[src/rtl/sand_pkg.sv]
// Shared types for the falling-sand grid engine.
//   cell_t  : particle type held in bits [1:0] of every cell byte
//   state_t : engine FSM states
//   tgt_t   : move target chosen by sand_cell_rule
package sand_pkg;

  typedef enum logic [1:0] {
    EMPTY = 2'd0,
    SAND  = 2'd1,
    WATER = 2'd2,
    WALL  = 2'd3
  } cell_t;

  typedef enum logic [3:0] {
    IDLE,
    RD_SELF,
    RD_BELOW,
    RD_DIAG1,
    RD_DIAG2,
    RD_SIDE1,
    RD_SIDE2,
    WR_DST,
    WR_SRC,
    NEXT,
    DONE
  } state_t;

  typedef enum logic [2:0] {
    TGT_NONE,
    TGT_BELOW,
    TGT_DIAG_L,
    TGT_DIAG_R,
    TGT_SIDE_L,
    TGT_SIDE_R
  } tgt_t;

  localparam logic [7:0] CELL_EMPTY_BYTE = 8'h00;

endpackage

[src/rtl/sand_cell_rule.sv]
// Combinational move rule for one particle.
//   self_type            : type of the cell being updated
//   below/diag_*/side_*  : neighbour types (unread neighbours presented as WALL)
//   pref                 : 0 = try left first, 1 = try right first
//   at_left / at_right   : cell sits on the grid edge; off-grid neighbours act as WALL
//   target               : tgt_t encoding of the first EMPTY destination, or TGT_NONE
module sand_cell_rule
  import sand_pkg::*;
(
  input  logic [1:0] self_type,
  input  logic [1:0] below,
  input  logic [1:0] diag_l,
  input  logic [1:0] diag_r,
  input  logic [1:0] side_l,
  input  logic [1:0] side_r,
  input  logic       pref,
  input  logic       at_left,
  input  logic       at_right,
  output logic [2:0] target
);

  cell_t s, b, dl, dr, sl, sr;
  tgt_t  t;

  always_comb begin
    s  = cell_t'(self_type);
    b  = cell_t'(below);
    dl = at_left  ? WALL : cell_t'(diag_l);
    dr = at_right ? WALL : cell_t'(diag_r);
    sl = at_left  ? WALL : cell_t'(side_l);
    sr = at_right ? WALL : cell_t'(side_r);
    t  = TGT_NONE;
    if (s == SAND || s == WATER) begin
      if (b == EMPTY)                          t = TGT_BELOW;
      else if ((pref ? dr : dl) == EMPTY)      t = pref ? TGT_DIAG_R : TGT_DIAG_L;
      else if ((pref ? dl : dr) == EMPTY)      t = pref ? TGT_DIAG_L : TGT_DIAG_R;
      else if (s == WATER) begin
        if ((pref ? sr : sl) == EMPTY)         t = pref ? TGT_SIDE_R : TGT_SIDE_L;
        else if ((pref ? sl : sr) == EMPTY)    t = pref ? TGT_SIDE_L : TGT_SIDE_R;
      end
    end
  end

  assign target = t;

endmodule

[src/rtl/sand_grid_engine.sv]
// Per-frame falling-sand updater over an Avalon-MM byte master.
// Scans rows GRID_H-2..0 (x ascending on even frames, descending on odd),
// reads neighbours lazily and swaps a particle into the first EMPTY target.
//   clock, reset (sync, active low), start -> busy, done, frame_count
//   address/read/write/writedata/waitrequest/readdata : Avalon-MM master
// Build option: SAND_LFSR_EN selects an LFSR for the left/right preference;
// otherwise preference = x[0] ^ frame_count[0].
module sand_grid_engine
  import sand_pkg::*;
#(
  parameter int          GRID_W    = 160,
  parameter int          GRID_H    = 120,
  parameter int          ADDR_W    = 23,
  parameter int          BASE_ADDR = 0,
  parameter logic [15:0] LFSR_SEED = 16'hACE1
) (
  input  logic              clock,
  input  logic              reset,
  input  logic              start,
  output logic              busy,
  output logic              done,
  output logic [15:0]       frame_count,
  output logic [ADDR_W-1:0] address,
  output logic              read,
  output logic              write,
  input  logic              waitrequest,
  input  logic [7:0]        readdata,
  output logic [7:0]        writedata
);

  localparam int XW = $clog2(GRID_W) + 1;
  localparam int YW = $clog2(GRID_H);
  localparam logic [XW-1:0]     X_LAST    = XW'(GRID_W - 1);
  localparam logic [YW-1:0]     Y_TOP     = YW'(GRID_H - 2);
  localparam logic [ADDR_W-1:0] ROW_STEP  = ADDR_W'(GRID_W);
  localparam logic [ADDR_W-1:0] ROW_START = ADDR_W'(BASE_ADDR + (GRID_H - 2) * GRID_W);
  localparam logic [ADDR_W-1:0] A_ONE     = ADDR_W'(1);

  state_t            state;
  logic [XW-1:0]     x;
  logic [YW-1:0]     y;
  logic [ADDR_W-1:0] row_base;
  logic              skip2, pref_r, pref_src;
  logic [7:0]        self_byte;
  cell_t             nb_below, nb_d1, nb_d2, nb_s1, nb_s2;

  // Odd frames scan right-to-left.
  logic scan_desc;
  assign scan_desc = frame_count[0];

`ifdef SAND_LFSR_EN
  logic [15:0] lfsr;
  always_ff @(posedge clock) begin
    if (!reset)
      lfsr <= LFSR_SEED;
    else if (state == RD_SELF && !waitrequest)
      lfsr <= {1'b0, lfsr[15:1]} ^ (lfsr[0] ? 16'hB400 : 16'h0000);
  end
  assign pref_src = lfsr[0];
`else
  logic unused_seed;
  assign unused_seed = ^LFSR_SEED;
  assign pref_src    = x[0] ^ frame_count[0];
`endif

  cell_t rd_type;
  logic  at_left, at_right, is_water;
  assign rd_type  = cell_t'(readdata[1:0]);
  assign at_left  = (x == '0);
  assign at_right = (x == X_LAST);
  assign is_water = (self_byte[1:0] == WATER);

  logic [ADDR_W-1:0] a_self, a_below, a_bl, a_br, a_l, a_r;
  assign a_self  = row_base + ADDR_W'(x);
  assign a_below = a_self + ROW_STEP;
  assign a_bl    = a_below - A_ONE;
  assign a_br    = a_below + A_ONE;
  assign a_l     = a_self - A_ONE;
  assign a_r     = a_self + A_ONE;

  // Neighbour view for the rule: registered results with the byte arriving
  // this cycle substituted into its slot. d1/s1 are the preferred side.
  cell_t v_below, v_d1, v_d2, v_s1, v_s2;
  always_comb begin
    v_below = nb_below;
    v_d1    = nb_d1;
    v_d2    = nb_d2;
    v_s1    = nb_s1;
    v_s2    = nb_s2;
    case (state)
      RD_BELOW: v_below = rd_type;
      RD_DIAG1: v_d1    = rd_type;
      RD_DIAG2: v_d2    = rd_type;
      RD_SIDE1: v_s1    = rd_type;
      RD_SIDE2: v_s2    = rd_type;
      default:  ;
    endcase
  end

  logic [2:0] target_bits;
  tgt_t       target;
  sand_cell_rule u_rule (
    .self_type (self_byte[1:0]),
    .below     (v_below),
    .diag_l    (pref_r ? v_d2 : v_d1),
    .diag_r    (pref_r ? v_d1 : v_d2),
    .side_l    (pref_r ? v_s2 : v_s1),
    .side_r    (pref_r ? v_s1 : v_s2),
    .pref      (pref_r),
    .at_left   (at_left),
    .at_right  (at_right),
    .target    (target_bits)
  );
  assign target = tgt_t'(target_bits);

  // Next neighbour to probe: first in-grid one after the current probe.
  logic [4:0]        probe_ok;
  logic [2:0]        cur_idx, nxt_idx;
  logic              have_next;
  state_t            probe_state;
  logic [ADDR_W-1:0] probe_addr, tgt_addr;
  assign probe_ok[0] = 1'b1;
  assign probe_ok[1] = pref_r ? !at_right : !at_left;
  assign probe_ok[2] = pref_r ? !at_left  : !at_right;
  assign probe_ok[3] = is_water && probe_ok[1];
  assign probe_ok[4] = is_water && probe_ok[2];

  always_comb begin
    case (state)
      RD_DIAG1: cur_idx = 3'd1;
      RD_DIAG2: cur_idx = 3'd2;
      RD_SIDE1: cur_idx = 3'd3;
      RD_SIDE2: cur_idx = 3'd4;
      default:  cur_idx = 3'd0;
    endcase
    have_next = 1'b0;
    nxt_idx   = 3'd0;
    for (int unsigned i = 1; i < 5; i++) begin
      if (!have_next && probe_ok[i] && 3'(i) > cur_idx) begin
        have_next = 1'b1;
        nxt_idx   = 3'(i);
      end
    end
    case (nxt_idx)
      3'd1:    begin probe_state = RD_DIAG1; probe_addr = pref_r ? a_br : a_bl; end
      3'd2:    begin probe_state = RD_DIAG2; probe_addr = pref_r ? a_bl : a_br; end
      3'd3:    begin probe_state = RD_SIDE1; probe_addr = pref_r ? a_r  : a_l;  end
      3'd4:    begin probe_state = RD_SIDE2; probe_addr = pref_r ? a_l  : a_r;  end
      default: begin probe_state = RD_BELOW; probe_addr = a_below;              end
    endcase
    case (target)
      TGT_DIAG_L: tgt_addr = a_bl;
      TGT_DIAG_R: tgt_addr = a_br;
      TGT_SIDE_L: tgt_addr = a_l;
      TGT_SIDE_R: tgt_addr = a_r;
      default:    tgt_addr = a_below;
    endcase
  end

  // Step to the next cell; a sideways move in the scan direction skips the
  // destination so the particle is not moved twice in one frame.
  logic [XW-1:0] step, nx, x_first;
  logic          row_end;
  assign step    = skip2 ? XW'(2) : XW'(1);
  assign row_end = scan_desc ? (x < step) : ((x + step) > X_LAST);
  assign nx      = scan_desc ? (x - step) : (x + step);
  assign x_first = scan_desc ? X_LAST : '0;

  always_ff @(posedge clock) begin
    if (!reset) begin
      state       <= IDLE;
      busy        <= 1'b0;
      done        <= 1'b0;
      read        <= 1'b0;
      write       <= 1'b0;
      address     <= '0;
      writedata   <= '0;
      frame_count <= '0;
      x           <= '0;
      y           <= '0;
      row_base    <= '0;
      skip2       <= 1'b0;
      pref_r      <= 1'b0;
      self_byte   <= '0;
      nb_below    <= WALL;
      nb_d1       <= WALL;
      nb_d2       <= WALL;
      nb_s1       <= WALL;
      nb_s2       <= WALL;
    end else begin
      done <= 1'b0;
      case (state)
        IDLE: if (start && !done) begin
          busy     <= 1'b1;
          read     <= 1'b1;
          x        <= x_first;
          y        <= Y_TOP;
          row_base <= ROW_START;
          skip2    <= 1'b0;
          address  <= ROW_START + ADDR_W'(x_first);
          state    <= RD_SELF;
        end
        RD_SELF: if (!waitrequest) begin
          self_byte <= readdata;
          pref_r    <= pref_src;
          skip2     <= 1'b0;
          nb_below  <= WALL;
          nb_d1     <= WALL;
          nb_d2     <= WALL;
          nb_s1     <= WALL;
          nb_s2     <= WALL;
          if (rd_type == EMPTY || rd_type == WALL) begin
            read  <= 1'b0;
            state <= NEXT;
          end else begin
            address <= a_below;
            state   <= RD_BELOW;
          end
        end
        RD_BELOW, RD_DIAG1, RD_DIAG2, RD_SIDE1, RD_SIDE2: if (!waitrequest) begin
          nb_below <= v_below;
          nb_d1    <= v_d1;
          nb_d2    <= v_d2;
          nb_s1    <= v_s1;
          nb_s2    <= v_s2;
          if (target != TGT_NONE) begin
            read      <= 1'b0;
            write     <= 1'b1;
            address   <= tgt_addr;
            writedata <= self_byte;
            skip2     <= (target == TGT_SIDE_R && !scan_desc) ||
                         (target == TGT_SIDE_L && scan_desc);
            state     <= WR_DST;
          end else if (have_next) begin
            address <= probe_addr;
            state   <= probe_state;
          end else begin
            read  <= 1'b0;
            state <= NEXT;
          end
        end
        WR_DST: if (!waitrequest) begin
          address   <= a_self;
          writedata <= CELL_EMPTY_BYTE;
          state     <= WR_SRC;
        end
        WR_SRC: if (!waitrequest) begin
          write <= 1'b0;
          state <= NEXT;
        end
        NEXT: begin
          if (!row_end) begin
            x       <= nx;
            address <= row_base + ADDR_W'(nx);
            read    <= 1'b1;
            state   <= RD_SELF;
          end else if (y == '0) begin
            state <= DONE;
          end else begin
            y        <= y - YW'(1);
            row_base <= row_base - ROW_STEP;
            x        <= x_first;
            address  <= row_base - ROW_STEP + ADDR_W'(x_first);
            read     <= 1'b1;
            state    <= RD_SELF;
          end
        end
        DONE: begin
          done        <= 1'b1;
          busy        <= 1'b0;
          frame_count <= frame_count + 16'd1;
          state       <= IDLE;
        end
        default: state <= IDLE;
      endcase
    end
  end

endmodule
[config.mk]
export PLATFORM = sky130hd
export DESIGN_NAME = sand_grid_engine
export DESIGN_NICKNAME = d
export VERILOG_FILES = /design/src/rtl/sand_pkg.sv /design/src/rtl/sand_cell_rule.sv /design/src/rtl/sand_grid_engine.sv
export SDC_FILE = /design/constraint.sdc
export NUM_CORES = 1
export LEC_CHECK = 0
export BUFFER_PORTS_ARGS = -buffer_cell sky130_fd_sc_hd__buf_2
export CAP_MARGIN = 30
export CORE_ASPECT_RATIO = 1.4
export CORE_UTILIZATION = 39
export DETAILED_ROUTE_END_ITERATION = 10
export HOLD_SLACK_MARGIN = 0.02
export PLACE_DENSITY_LB_ADDON = 0.15
export SKIP_CTS_REPAIR_TIMING = 1
export SYNTH_ARGS = -nofsm -noshare
export SYNTH_HDL_FRONTEND = slang
export SYNTH_HIERARCHICAL = 1
export SYNTH_SLANG_ARGS = --single-unit
[constraint.sdc]
create_clock -name clock -period 4.2 [get_ports clock]
set_input_delay 0.42 -clock clock [delete_from_list [all_inputs] [get_ports clock]]
set_output_delay 0.42 -clock clock [all_outputs]
set_load 0.005 [all_outputs]
# Word level (Yosys, flattened, before mapping)
# Index checks and enable logic that the tools add are counted.
# word_totals
regBits	114
# op_classes
n_reduce_logical	52
n_bitwise	2
mux	117
n_eq_ne	35
n_lt_le_gt_ge	6
addsub	14
# op_table
operator	n
23-bit two-way mux	16
23-bit one-hot mux with 4 select lines	2
23-bit one-hot mux with 5 select lines	1
2-bit two-way mux	24
23-bit by 1-bit adder with 23-bit output (second input constant)	2
23-bit by 9-bit adder with 23-bit output	2
23-bit one-hot mux with 2 select lines	1
23-bit by 1-bit subtractor with 23-bit output (second input constant)	2
4-bit two-way mux	10
9-bit two-way mux	4
8-bit two-way mux	4
3-bit two-way mux	10
1-bit two-way mux	27
3-bit one-hot mux with 4 select lines	2
4-bit one-hot mux with 6 select lines	1
23-bit by 8-bit adder with 23-bit output	1
23-bit by 8-bit adder with 23-bit output (second input constant)	1
23-bit by 8-bit subtractor with 23-bit output (second input constant)	1
7-bit two-way mux	3
2-bit != test (second input constant)	10
2-bit one-hot mux with 2 select lines	5
9-bit one-hot mux with 2 select lines	1
15-bit by 8-bit adder with 16-bit output (first input constant)	1
16-bit by 1-bit adder with 16-bit output (second input constant)	1
other kinds (44)	94

# Longest topological paths before layout
# Gate-level depths: netlist (run 1).
# logic_depth
depth_word	23
mapped_depth	21
depth_no_buf	21

# Modules after synthesis
# Netlist (run 1), hierarchy kept.
# by_module_without_submodules
module	cells_per_inst	area_per_inst_um2	instances
sand_grid_engine	1780	12684.7	1
sand_cell_rule	16	101.3	1

# Worst setup path before layout (run 1)
# No wires, ideal clock.
# synth_path
path_type	reg2reg
startpoint	reg pref_r
endpoint	reg address[17]
setup_slack_ps	206
required_time_ps	4121
period_less_slack_ps	3994
setup_ps	79
arrival_time_ps	3915
n_path_buf	4
path_stages_with_launch	18
cell_sequence	dfxtp_1 inv_1 clkbuf_1 clkbuf_1 buf_1 mux2i_1 nor3_1 nor2_1 nor3_1 clkbuf_1 clkinv_1 nand2_1 nor2_4 nand3b_1 nor2_1 nand3_1 or4_1 o211ai_1
# synth_between
elab_cells_between_ends	70
cone_classes	eq/ne (9); mux (43); reduce/logical (18)
# synth_rtl
element	line	text
from (decl)	sand_grid_engine.sv:43	logic skip2, pref_r, pref_src;
from (signal assigned)	sand_grid_engine.sv:205	pref_r <= pref_src;
2-bit two-way mux, on equally long branches	sand_grid_engine.sv:107, sand_grid_engine.sv:108	
2-bit two-way mux, on equally long branches	sand_cell_rule.sv:30, sand_cell_rule.sv:31	
2-bit two-way mux	sand_cell_rule.sv:38	if ((pref ? sr : sl) == EMPTY) t = pref ? TGT_SIDE_R : TGT_SIDE_L;
2-bit logical NOT	sand_cell_rule.sv:38	
3-bit two-way mux	sand_cell_rule.sv:38	
3-bit two-way mux	sand_cell_rule.sv:37	else if (s == WATER) begin
3-bit two-way mux	sand_cell_rule.sv:36	else if ((pref ? dl : dr) == EMPTY) t = pref ? TGT_DIAG_L : TGT_DIAG_R;
3-bit two-way mux *	sand_cell_rule.sv:35	else if ((pref ? dr : dl) == EMPTY) t = pref ? TGT_DIAG_R : TGT_DIAG_L;
3-bit two-way mux *	sand_cell_rule.sv:34	if (b == EMPTY) t = TGT_BELOW;
3-bit two-way mux *	sand_cell_rule.sv:33	if (s == SAND || s == WATER) begin
via target[1]	sand_grid_engine.sv:101	tgt_t target;
3-bit == test or 3-bit by 2-bit == test with 1-bit output (tied branches)	sand_grid_engine.sv:151	case (target)
23-bit one-hot mux with 4 select lines	sand_grid_engine.sv:151	
23-bit two-way mux	sand_grid_engine.sv:226	if (target != TGT_NONE) begin
23-bit two-way mux	sand_grid_engine.sv:220	RD_BELOW, RD_DIAG1, RD_DIAG2, RD_SIDE1, RD_SIDE2: if (!waitrequest) begin
23-bit one-hot mux with 5 select lines	sand_grid_engine.sv:192	case (state)
to (signal assigned)	sand_grid_engine.sv:200	address <= ROW_START + ADDR_W'(x_first);
to (signal assigned)	sand_grid_engine.sv:229	address <= tgt_addr;
to (signal assigned)	sand_grid_engine.sv:235	address <= probe_addr;
to (decl)	sand_grid_engine.sv:23	output logic [ADDR_W-1:0] address,
# Mark *: on every way through the listed nets, which the timed path passes. The rest lies on a longest branch. The select of a mux whose other input is x is not followed.
# A chain may end at the register's enable or synchronous reset.

# Worst setup path in the final report (run 1)
# layout_path
startpoint	reg x[0]
endpoint	reg address[11]
# layout_between
elab_chain_len	23
elab_cells_between_ends	84
cone_classes	add/sub (9); order compare (2); eq/ne (11); mux (41); reduce/logical (21)
# layout_lines
element	line	text
from (decl)	sand_grid_engine.sv:40	logic [XW-1:0] x;
from (signal assigned)	sand_grid_engine.sv:196	x <= x_first;
from (signal assigned)	sand_grid_engine.sv:253	x <= nx;
from (signal assigned)	sand_grid_engine.sv:262	x <= x_first;
branches (longest 23 deep; another with 23-bit by 9-bit adder with 23-bit output)	-	
# Several ways; the timed one is not identified. The select of a mux whose other input is x is not followed.

==> run_summary.xml, run 1 <==
<?xml version="1.0" encoding="UTF-8"?>
<metrics>
  <group name="worst_setup_path">
    <metric name="worstSetupPathType" unit="">register to register</metric>
    <metric name="worst_path_most_repeated_cell" unit="">sky130_fd_sc_hd__a21oi_1</metric>
    <metric name="regToRegEndpoint" unit="">address[11]</metric>
    <metric name="cp_cell_sequence" unit="">inv_1, ha_1, inv_1, fa_2, nor2_2, nand3_1, o21ai_2, xor2_1, ha_1, a21o_1, a21o_1, a21oi_2, buf_4, or3_1, a21oi_1, a31o_2, a221oi_1, buf_4, o21ai_0, a21oi_1, a21oi_1</metric>
    <metric name="timing.critical_path.required" unit="ns">4.50</metric>
    <metric name="timing.critical_path.fanout_max" unit="">4</metric>
    <metric name="cpPeakStageDelay" unit="ns">0.36</metric>
    <metric name="critical_path.reg2reg.startpoint" unit="">x[0]</metric>
    <metric name="timing.reg2reg.worst_path_depth" unit="">21</metric>
    <metric name="regToRegSetupSlack" unit="ns">0.20</metric>
    <metric name="critical_path.slowest_cell" unit="">sky130_fd_sc_hd__fa_2</metric>
    <metric name="worst-endpoint-arrival" unit="ns">4.30</metric>
    <metric name="worst_setup_path_start_kind" unit="">register</metric>
    <metric name="critPathCaptureType" unit="">register</metric>
  </group>
  <group name="clock_network">
    <metric name="cts_num_sinks" unit="">109</metric>
    <metric name="numCtsBuffers" unit="">9</metric>
    <metric name="clk-insertion-delay-late" unit="ns">0.40</metric>
    <metric name="cts_tree" unit="">done</metric>
    <metric name="cts_buffer_depth" unit="">2</metric>
    <metric name="cts_root_buf" unit="">sky130_fd_sc_hd__clkbuf_16</metric>
    <metric name="clkSlewWorstSetupHoldPaths" unit="ns">0.10</metric>
    <metric name="h_tree_depth" unit="">3</metric>
  </group>
  <group name="timing">
    <metric name="worst_slew_pin_slew" unit="ns">0.975</metric>
    <metric name="timing.slew.headroom" unit="%">34.3</metric>
    <metric name="max_freq" unit="MHz">250</metric>
    <metric name="fin_max_slew_vios" unit="">0</metric>
    <metric name="final.setup.tns" unit="ns">0</metric>
    <metric name="setup_viol_count_final" unit="">0</metric>
    <metric name="final.period_utilization" unit="%">95.3</metric>
    <metric name="hold_violations" unit="">0</metric>
    <metric name="fin_worst_skew" unit="ns">0.0198</metric>
    <metric name="grt_setup_unrepaired" unit="">yes</metric>
    <metric name="finalWorstPathRequiredPeriod" unit="ns">4.00</metric>
  </group>
  <group name="global_routing">
    <metric name="grt_pass1_wl" unit="um">88000</metric>
    <metric name="gr-usage-all-layers" unit="%">35.1</metric>
    <metric name="grt_max_degree" unit="">70</metric>
    <metric name="grt-ovfl-total" unit="">0</metric>
    <metric name="antenna_found_initial" unit="">0</metric>
    <metric name="grt_pass1_vias" unit="">14400</metric>
  </group>
  <group name="floorplan">
    <metric name="floorplan.die_area" unit="um2">33500</metric>
    <metric name="die_height" unit="um">216</metric>
    <metric name="row_count" unit="">78</metric>
    <metric name="floorplan.io_pins" unit="">63</metric>
    <metric name="core-area" unit="um2">32300</metric>
    <metric name="dieWidth" unit="um">155</metric>
    <metric name="start_util" unit="%">39.6</metric>
  </group>
  <group name="detailed_routing">
    <metric name="routedWlPerCell" unit="um">24.2</metric>
    <metric name="drt-initial-drc-count" unit="">1223</metric>
    <metric name="highest-signal-layer" unit="">met4</metric>
    <metric name="dr.pass1.iters" unit="">5</metric>
    <metric name="num_vias" unit="">15100</metric>
    <metric name="postRouteAntennaNets" unit="">0</metric>
    <metric name="routed-wl-met3" unit="um">3560</metric>
    <metric name="route.detailed.vias_per_inst" unit="">6.24</metric>
    <metric name="met2_wirelength" unit="um">27900</metric>
    <metric name="m1WireLength" unit="um">22200</metric>
    <metric name="drt_drc_violations_left" unit="">0</metric>
    <metric name="drt-total-wl" unit="um">58500</metric>
  </group>
  <group name="yosys">
    <metric name="synth_xor_xnor_area_share" unit="%">13.3</metric>
    <metric name="synth_top_family_by_area" unit="">compound AO/OA/AOI/OAI gates</metric>
    <metric name="synthTopCellsByArea" unit="">sky130_fd_sc_hd__dfxtp_1 (17%), sky130_fd_sc_hd__xnor2_1 (7.7%), sky130_fd_sc_hd__nor2_1 (6.5%), sky130_fd_sc_hd__nand2_1 (5.2%), sky130_fd_sc_hd__a21oi_1 (5.1%)</metric>
    <metric name="synth.mux.area_fraction" unit="%">3.77</metric>
    <metric name="synth_area" unit="um2">12800</metric>
    <metric name="async_flop_share" unit="%">0</metric>
    <metric name="post_synthesis_mean_instance_area" unit="um2">7.12</metric>
    <metric name="yosys_warnings" unit="">6</metric>
    <metric name="synth_ff_type" unit="">sky130_fd_sc_hd__dfxtp_1</metric>
    <metric name="synth_area_in_compound_gates" unit="%">29.8</metric>
    <metric name="netlist-cell-type-count" unit="">107</metric>
    <metric name="synth-edff-count" unit="">0</metric>
    <metric name="post_synth_inst_count" unit="">1796</metric>
    <metric name="yosys.area_share.simple" unit="%">27.9</metric>
    <metric name="synthAdderAreaFrac" unit="%">3.05</metric>
    <metric name="post-synth-top-count-cell" unit="">sky130_fd_sc_hd__nor2_1</metric>
    <metric name="seq_area_frac_synth" unit="%">17.1</metric>
    <metric name="synth_common_cells" unit="">sky130_fd_sc_hd__nor2_1 (221), sky130_fd_sc_hd__nand2_1 (176), sky130_fd_sc_hd__a21oi_1 (130)</metric>
    <metric name="synth_seq_cells" unit="">109</metric>
    <metric name="synth_largest_type_area_fraction" unit="%">17.1</metric>
    <metric name="synth_top_cell_by_area" unit="">sky130_fd_sc_hd__dfxtp_1</metric>
  </group>
  <group name="cells_and_area">
    <metric name="final_non_filler_cell_area" unit="um2">15500</metric>
    <metric name="filler_cell_count" unit="">3352</metric>
    <metric name="num-nets-final" unit="">2018</metric>
    <metric name="total_inserted_antenna_cells" unit="">0</metric>
    <metric name="layout.core_utilization" unit="%">48.0</metric>
    <metric name="post_route_cells_drive_above_1_share" unit="%">22.6</metric>
    <metric name="synthToLayoutAreaGrowth" unit="%">21.3</metric>
    <metric name="final_instance_count_without_filler_cells" unit="">2420</metric>
  </group>
  <group name="placed_design">
    <metric name="place.port_buffers" unit="">62</metric>
    <metric name="placedInstanceArea" unit="um2">14900</metric>
    <metric name="detailed_place_hpwl" unit="um">45000</metric>
    <metric name="routabilityCongestion" unit="">1.06</metric>
    <metric name="dp_cells" unit="">2396</metric>
  </group>
  <group name="power_and_ir_drop">
    <metric name="leakage" unit="nW">5.92</metric>
    <metric name="total_power_consumption_of_the_routed_design" unit="W">0.00688</metric>
    <metric name="powerDensity" unit="nW/um2">444</metric>
    <metric name="ir_drop" unit="mV">0.332</metric>
  </group>
  <group name="hold_path">
    <metric name="hold-path-cell-count" unit="">3</metric>
    <metric name="hold_removal_path_class" unit="">primary input to register</metric>
    <metric name="min_from" unit="">readdata[2]</metric>
    <metric name="hold_end" unit="">self_byte[2]</metric>
  </group>
  <group name="run_status">
    <metric name="status" unit="">finished clean</metric>
  </group>
  <group name="flow_run">
    <metric name="max_cap_viol_count" unit="">0</metric>
  </group>
</metrics>
## through the flow
stage / setup slack [ns] / hold WS, ns
6_report: 0.197 / 0.254
2_1_floorplan: 0.206 / 0.437
3_3_place_gp: -0.112 / 0.438
5_1_grt: -0.0107 / 0.282
4_1_cts: -0.0695 / 0.252
3_5_place_dp: -0.0415 / 0.446
## layer usage
metal | vias to the layer above | GRT usage [%]
met5 | - | 0
met4 | 0 | 27.4
met3 | 233 | 4.80
met2 | 711 | 58.8
met1 | 7121 | 40.0
li1 | 7031 | -
## cells in the final DEF, fill, tap and decap left out, drive strengths merged, types with 27 or more instances in the layout
master    n
xnor2   120
o221ai   29
a22oi    32
nor2    227
ha       28
nand2   178
nand3    58
o21ai   110
o211ai   29
buf     298
xor2     63
o22ai    27
dfxtp   109
nor3     74
mux2i    38
a211oi   33
nand4    30
a21oi   133
## registers in the layout (all words and copies together) (netlist names), 4 cells and up
name and cells:
address 23, row_base 18, frame_count 16, x 9, self_byte 8, writedata 8
y 7, state 4
## cell families after synthesis
group | count (synthesis)
compound gates | 553
xor+xnor | 183
fa+ha+maj | 30
buf+inv | 156
flops | 109
mux | 47
other cells | 1
simple gates | 717
## cell type report
cell class,instances,area (um2),share of cell area [%]
multi-input cells,1532,10300,66.4
flip-flops and latches,109,2180,14.1
repair buffers,298,2110,13.6
well taps,440,551,3.55
clock buffers,10,229,1.48
inverters,26,97.6,0.629
clock inverters,5,46.3,0.299
## critical path: cells and delay by family (launching register included)
kind | cells | cell delay [ns]
compound gates | 10 | 1.75
fa+ha+maj | 3 | 0.78
buf+inv | 4 | 0.50
flops | 1 | 0.35
simple gates | 3 | 0.34
xor+xnor | 1 | 0.20
## worst max-delay path by stage
stage | start | endpoint | slack (ns) | cells after the start
finish | x[0] | address[11] | 0.20 | 21
global route | x[0] | address[11] | -0.01 | 21
detailed placement | x[7] | address[16] | -0.04 | 13
global placement | x[7] | address[16] | -0.11 | 13
CTS | x[7] | address[16] | -0.07 | 13
floorplan | pref_r | address[17] | 0.21 | 17
## report_power, final
part	internal, W	total [W]	switching [W]
registers	0.00116	0.00128	0.000124
clock network	0.000411	0.000902	0.000491
logic	0.00172	0.00469	0.00297
total	0.00329	0.00688	0.00359
No activity file was read; power rests on OpenSTA's default activity.
==> inputs of run 2 (changes only) <==
--- a/config.mk
+++ b/config.mk
@@ -5,11 +5,13 @@
 export SDC_FILE = /design/constraint.sdc
 export NUM_CORES = 1
 export LEC_CHECK = 0
+export ABC_AREA = 1
 export BUFFER_PORTS_ARGS = -buffer_cell sky130_fd_sc_hd__buf_2
 export CAP_MARGIN = 30
 export CORE_ASPECT_RATIO = 1.4
 export CORE_UTILIZATION = 39
 export DETAILED_ROUTE_END_ITERATION = 10
+export GPL_TIMING_DRIVEN = 0
 export HOLD_SLACK_MARGIN = 0.02
 export PLACE_DENSITY_LB_ADDON = 0.15
 export SKIP_CTS_REPAIR_TIMING = 1
==> run_summary.xml, run 2 <==
<?xml version="1.0" encoding="UTF-8"?>
<metrics>
  <group name="run_status">
    <metric name="status" unit="">finished clean</metric>
  </group>
  <group name="floorplan">
    <metric name="floorplan.die_area" unit="um2">32200</metric>
    <metric name="dieWidth" unit="um">152</metric>
    <metric name="start_util" unit="%">39.8</metric>
    <metric name="floorplan.io_pins" unit="">63</metric>
    <metric name="row_count" unit="">76</metric>
    <metric name="die_height" unit="um">212</metric>
    <metric name="core-area" unit="um2">30800</metric>
  </group>
  <group name="cells_and_area">
    <metric name="post_route_cells_drive_above_1_share" unit="%">16.2</metric>
    <metric name="num-nets-final" unit="">2259</metric>
    <metric name="final_instance_count_without_filler_cells" unit="">2612</metric>
    <metric name="layout.cells.most_common_list" unit="">sky130_fd_sc_hd__nand2_1 (551), sky130_fd_sc_hd__inv_1 (225), sky130_fd_sc_hd__nor2_1 (159)</metric>
    <metric name="largest-register" unit="">address</metric>
    <metric name="synthToLayoutAreaGrowth" unit="%">13.6</metric>
    <metric name="total_inserted_antenna_cells" unit="">0</metric>
    <metric name="final_common_cell" unit="">sky130_fd_sc_hd__nand2_1</metric>
    <metric name="largest_register_ff_count" unit="">23</metric>
    <metric name="top_regs" unit="">address x23, row_base x18, frame_count x16</metric>
  </group>
  <group name="placed_design">
    <metric name="detailed_place_hpwl" unit="um">43800</metric>
    <metric name="routabilityCongestion" unit="">0.997</metric>
    <metric name="dp_cells" unit="">2571</metric>
    <metric name="placement.setup.worst_slack" unit="ns">-1.46</metric>
    <metric name="place.port_buffers" unit="">62</metric>
  </group>
  <group name="timing">
    <metric name="hold_ws" unit="ns">0.304</metric>
    <metric name="fin_max_slew_vios" unit="">0</metric>
    <metric name="fin_worst_skew" unit="ns">0.0144</metric>
    <metric name="setup_viol_count_final" unit="">0</metric>
    <metric name="hold_violations" unit="">0</metric>
    <metric name="final.period_utilization" unit="%">96.4</metric>
    <metric name="max_freq" unit="MHz">247</metric>
    <metric name="worst_slew_pin_slew" unit="ns">1.09</metric>
    <metric name="grt_setup_unrepaired" unit="">yes</metric>
    <metric name="timing.slew.headroom" unit="%">27.1</metric>
    <metric name="final.setup.tns" unit="ns">0</metric>
    <metric name="worst_slack" unit="ns">0.150</metric>
    <metric name="finalWorstPathRequiredPeriod" unit="ns">4.05</metric>
  </group>
  <group name="global_routing">
    <metric name="grt_max_degree" unit="">23</metric>
    <metric name="grt_pass1_vias" unit="">13500</metric>
    <metric name="antenna_found_initial" unit="">1</metric>
    <metric name="gr-usage-all-layers" unit="%">32.7</metric>
    <metric name="grt-ovfl-total" unit="">0</metric>
    <metric name="grt_pass1_wl" unit="um">80700</metric>
  </group>
  <group name="yosys">
    <metric name="yosys_warnings" unit="">6</metric>
    <metric name="synth_largest_type_area_fraction" unit="%">17.8</metric>
    <metric name="post_synth_inst_count" unit="">2115</metric>
    <metric name="seq_area_frac_synth" unit="%">17.8</metric>
    <metric name="synth-edff-count" unit="">0</metric>
    <metric name="post-synth-top-count-cell" unit="">sky130_fd_sc_hd__nand2_1</metric>
    <metric name="netlist-cell-type-count" unit="">64</metric>
    <metric name="post_synthesis_mean_instance_area" unit="um2">5.80</metric>
    <metric name="synth_seq_cells" unit="">109</metric>
    <metric name="async_flop_share" unit="%">0</metric>
    <metric name="synth_top_cell_by_area" unit="">sky130_fd_sc_hd__dfxtp_1</metric>
    <metric name="synthTopCellsByArea" unit="">sky130_fd_sc_hd__dfxtp_1 (18%), sky130_fd_sc_hd__nand2_1 (17%), sky130_fd_sc_hd__inv_1 (7.2%), sky130_fd_sc_hd__o21ai_0 (6.4%), sky130_fd_sc_hd__a21oi_1 (6.3%)</metric>
    <metric name="synth_area" unit="um2">12300</metric>
    <metric name="synth_ff_type" unit="">sky130_fd_sc_hd__dfxtp_1</metric>
    <metric name="synth_common_cells" unit="">sky130_fd_sc_hd__nand2_1 (563), sky130_fd_sc_hd__inv_1 (234), sky130_fd_sc_hd__nor2_1 (174)</metric>
  </group>
  <group name="clock_network">
    <metric name="cts_tree" unit="">done</metric>
    <metric name="h_tree_depth" unit="">3</metric>
    <metric name="clk-insertion-delay-late" unit="ns">0.39</metric>
    <metric name="clkSlewWorstSetupHoldPaths" unit="ns">0.09</metric>
    <metric name="cts_num_sinks" unit="">109</metric>
    <metric name="numCtsBuffers" unit="">9</metric>
    <metric name="cts_buffer_depth" unit="">2</metric>
    <metric name="cts_root_buf" unit="">sky130_fd_sc_hd__clkbuf_16</metric>
  </group>
  <group name="detailed_routing">
    <metric name="drt_drc_violations_left" unit="">0</metric>
    <metric name="num_vias" unit="">14900</metric>
    <metric name="drt-initial-drc-count" unit="">1351</metric>
    <metric name="route.detailed.vias_per_inst" unit="">5.71</metric>
    <metric name="drt-total-wl" unit="um">54000</metric>
    <metric name="dr.pass1.iters" unit="">7</metric>
    <metric name="postRouteAntennaNets" unit="">0</metric>
    <metric name="routedWlPerCell" unit="um">20.7</metric>
  </group>
  <group name="hold_path">
    <metric name="hold_removal_path_class" unit="">primary input to register</metric>
  </group>
  <group name="power_and_ir_drop">
    <metric name="powerDensity" unit="nW/um2">462</metric>
    <metric name="total_power_consumption_of_the_routed_design" unit="W">0.00644</metric>
    <metric name="leakage" unit="nW">6.22</metric>
    <metric name="ir_drop" unit="mV">0.468</metric>
  </group>
  <group name="worst_setup_path">
    <metric name="timing.critical_path.required" unit="ns">4.44</metric>
    <metric name="worst-endpoint-arrival" unit="ns">4.29</metric>
    <metric name="critPathCaptureType" unit="">register</metric>
    <metric name="worstSetupPathType" unit="">register to register</metric>
    <metric name="worst_setup_path_start_kind" unit="">register</metric>
    <metric name="timing.critical_path.fanout_max" unit="">9</metric>
  </group>
  <group name="flow_run">
    <metric name="max_cap_viol_count" unit="">0</metric>
  </group>
</metrics>
## run 2: worst paths after layout
check | endpoint | slack, ns | cells past startpoint | startpoint
max reg2reg | address[12] | 0.15 | 25 | x[0]
min | self_byte[4] | 0.30 | 3 | readdata[4]
max | address[12] | 0.15 | 25 | x[0]
min reg2reg | y[0] | 0.46 | 1 | y[0]
## run 2: final cells by class
class	instances	area, um2
Clock buffer	9	225
Fill cell	3452	16900
Buffer	76	362
Inverter	262	1010
Clock inverter	7	86.3
Tap cell	390	488
Multi-Input combinational cell	1669	9050
Timing Repair Buffer	90	515
Sequential cell	109	2200
## run 2: per-layer routing
metal / wire, um / global-route usage, % / part of all wire, %
met4: 3240 / 18.1 / 6.0
met1: 22000 / 40.6 / 41
met5: 12 / 0 / 0.022
met2: 25100 / 54.9 / 47
met3: 3570 / 3.83 / 6.6
## run 2: power by group
part	leakage (nW)	switching (W)	total [W]	internal, W
sequential	0.890	0.000140	0.00132	0.00118
clock	0.151	0.000495	0.000924	0.000429
combinational	5.18	0.00297	0.00419	0.00122
## run 2: per-stage QoR
stage	area [um2]	util, %
floorplan	12300	-
CTS	13400	43.5
detailed placement	13100	42.5
finish	13900	45.2
global placement	13100	42.4
global route	13900	45.2
## run 2: cell families after synthesis
| logic type | after synthesis | synth area share [%] |
|---|---|---|
| compound gates | 465 | 21.9 |
| xor+xnor | 80 | 5.78 |
| fa+ha+maj | 30 | 3.18 |
| buf+inv | 338 | 10.6 |
| flops | 109 | 17.8 |
| other cells | 1 | 0.0306 |
| simple gates | 1092 | 40.7 |
## run 2: worst max-delay path: stages, from the launching register on
cell and delay [ns]:
sky130_fd_sc_hd__dfxtp_4 0.38, sky130_fd_sc_hd__inv_6 0.10, sky130_fd_sc_hd__ha_1 0.16, sky130_fd_sc_hd__inv_1 0.05, sky130_fd_sc_hd__fa_1 0.39, sky130_fd_sc_hd__or2_4 0.29, sky130_fd_sc_hd__nor2_1 0.11, sky130_fd_sc_hd__xor2_1 0.16
sky130_fd_sc_hd__nand2_1 0.06, sky130_fd_sc_hd__o21ai_1 0.11, sky130_fd_sc_hd__ha_1 0.31, sky130_fd_sc_hd__a21oi_4 0.20, sky130_fd_sc_hd__o21ai_4 0.10, sky130_fd_sc_hd__nand2_2 0.09, sky130_fd_sc_hd__inv_2 0.06, sky130_fd_sc_hd__nand2_1 0.11
sky130_fd_sc_hd__nand2_2 0.09, sky130_fd_sc_hd__buf_4 0.14, sky130_fd_sc_hd__a21oi_1 0.11, sky130_fd_sc_hd__o21ai_0 0.09, sky130_fd_sc_hd__nand3_1 0.11, sky130_fd_sc_hd__o221ai_1 0.17, sky130_fd_sc_hd__a21oi_1 0.17, sky130_fd_sc_hd__nand2_1 0.09
sky130_fd_sc_hd__nand2_1 0.15, sky130_fd_sc_hd__a21oi_1 0.08
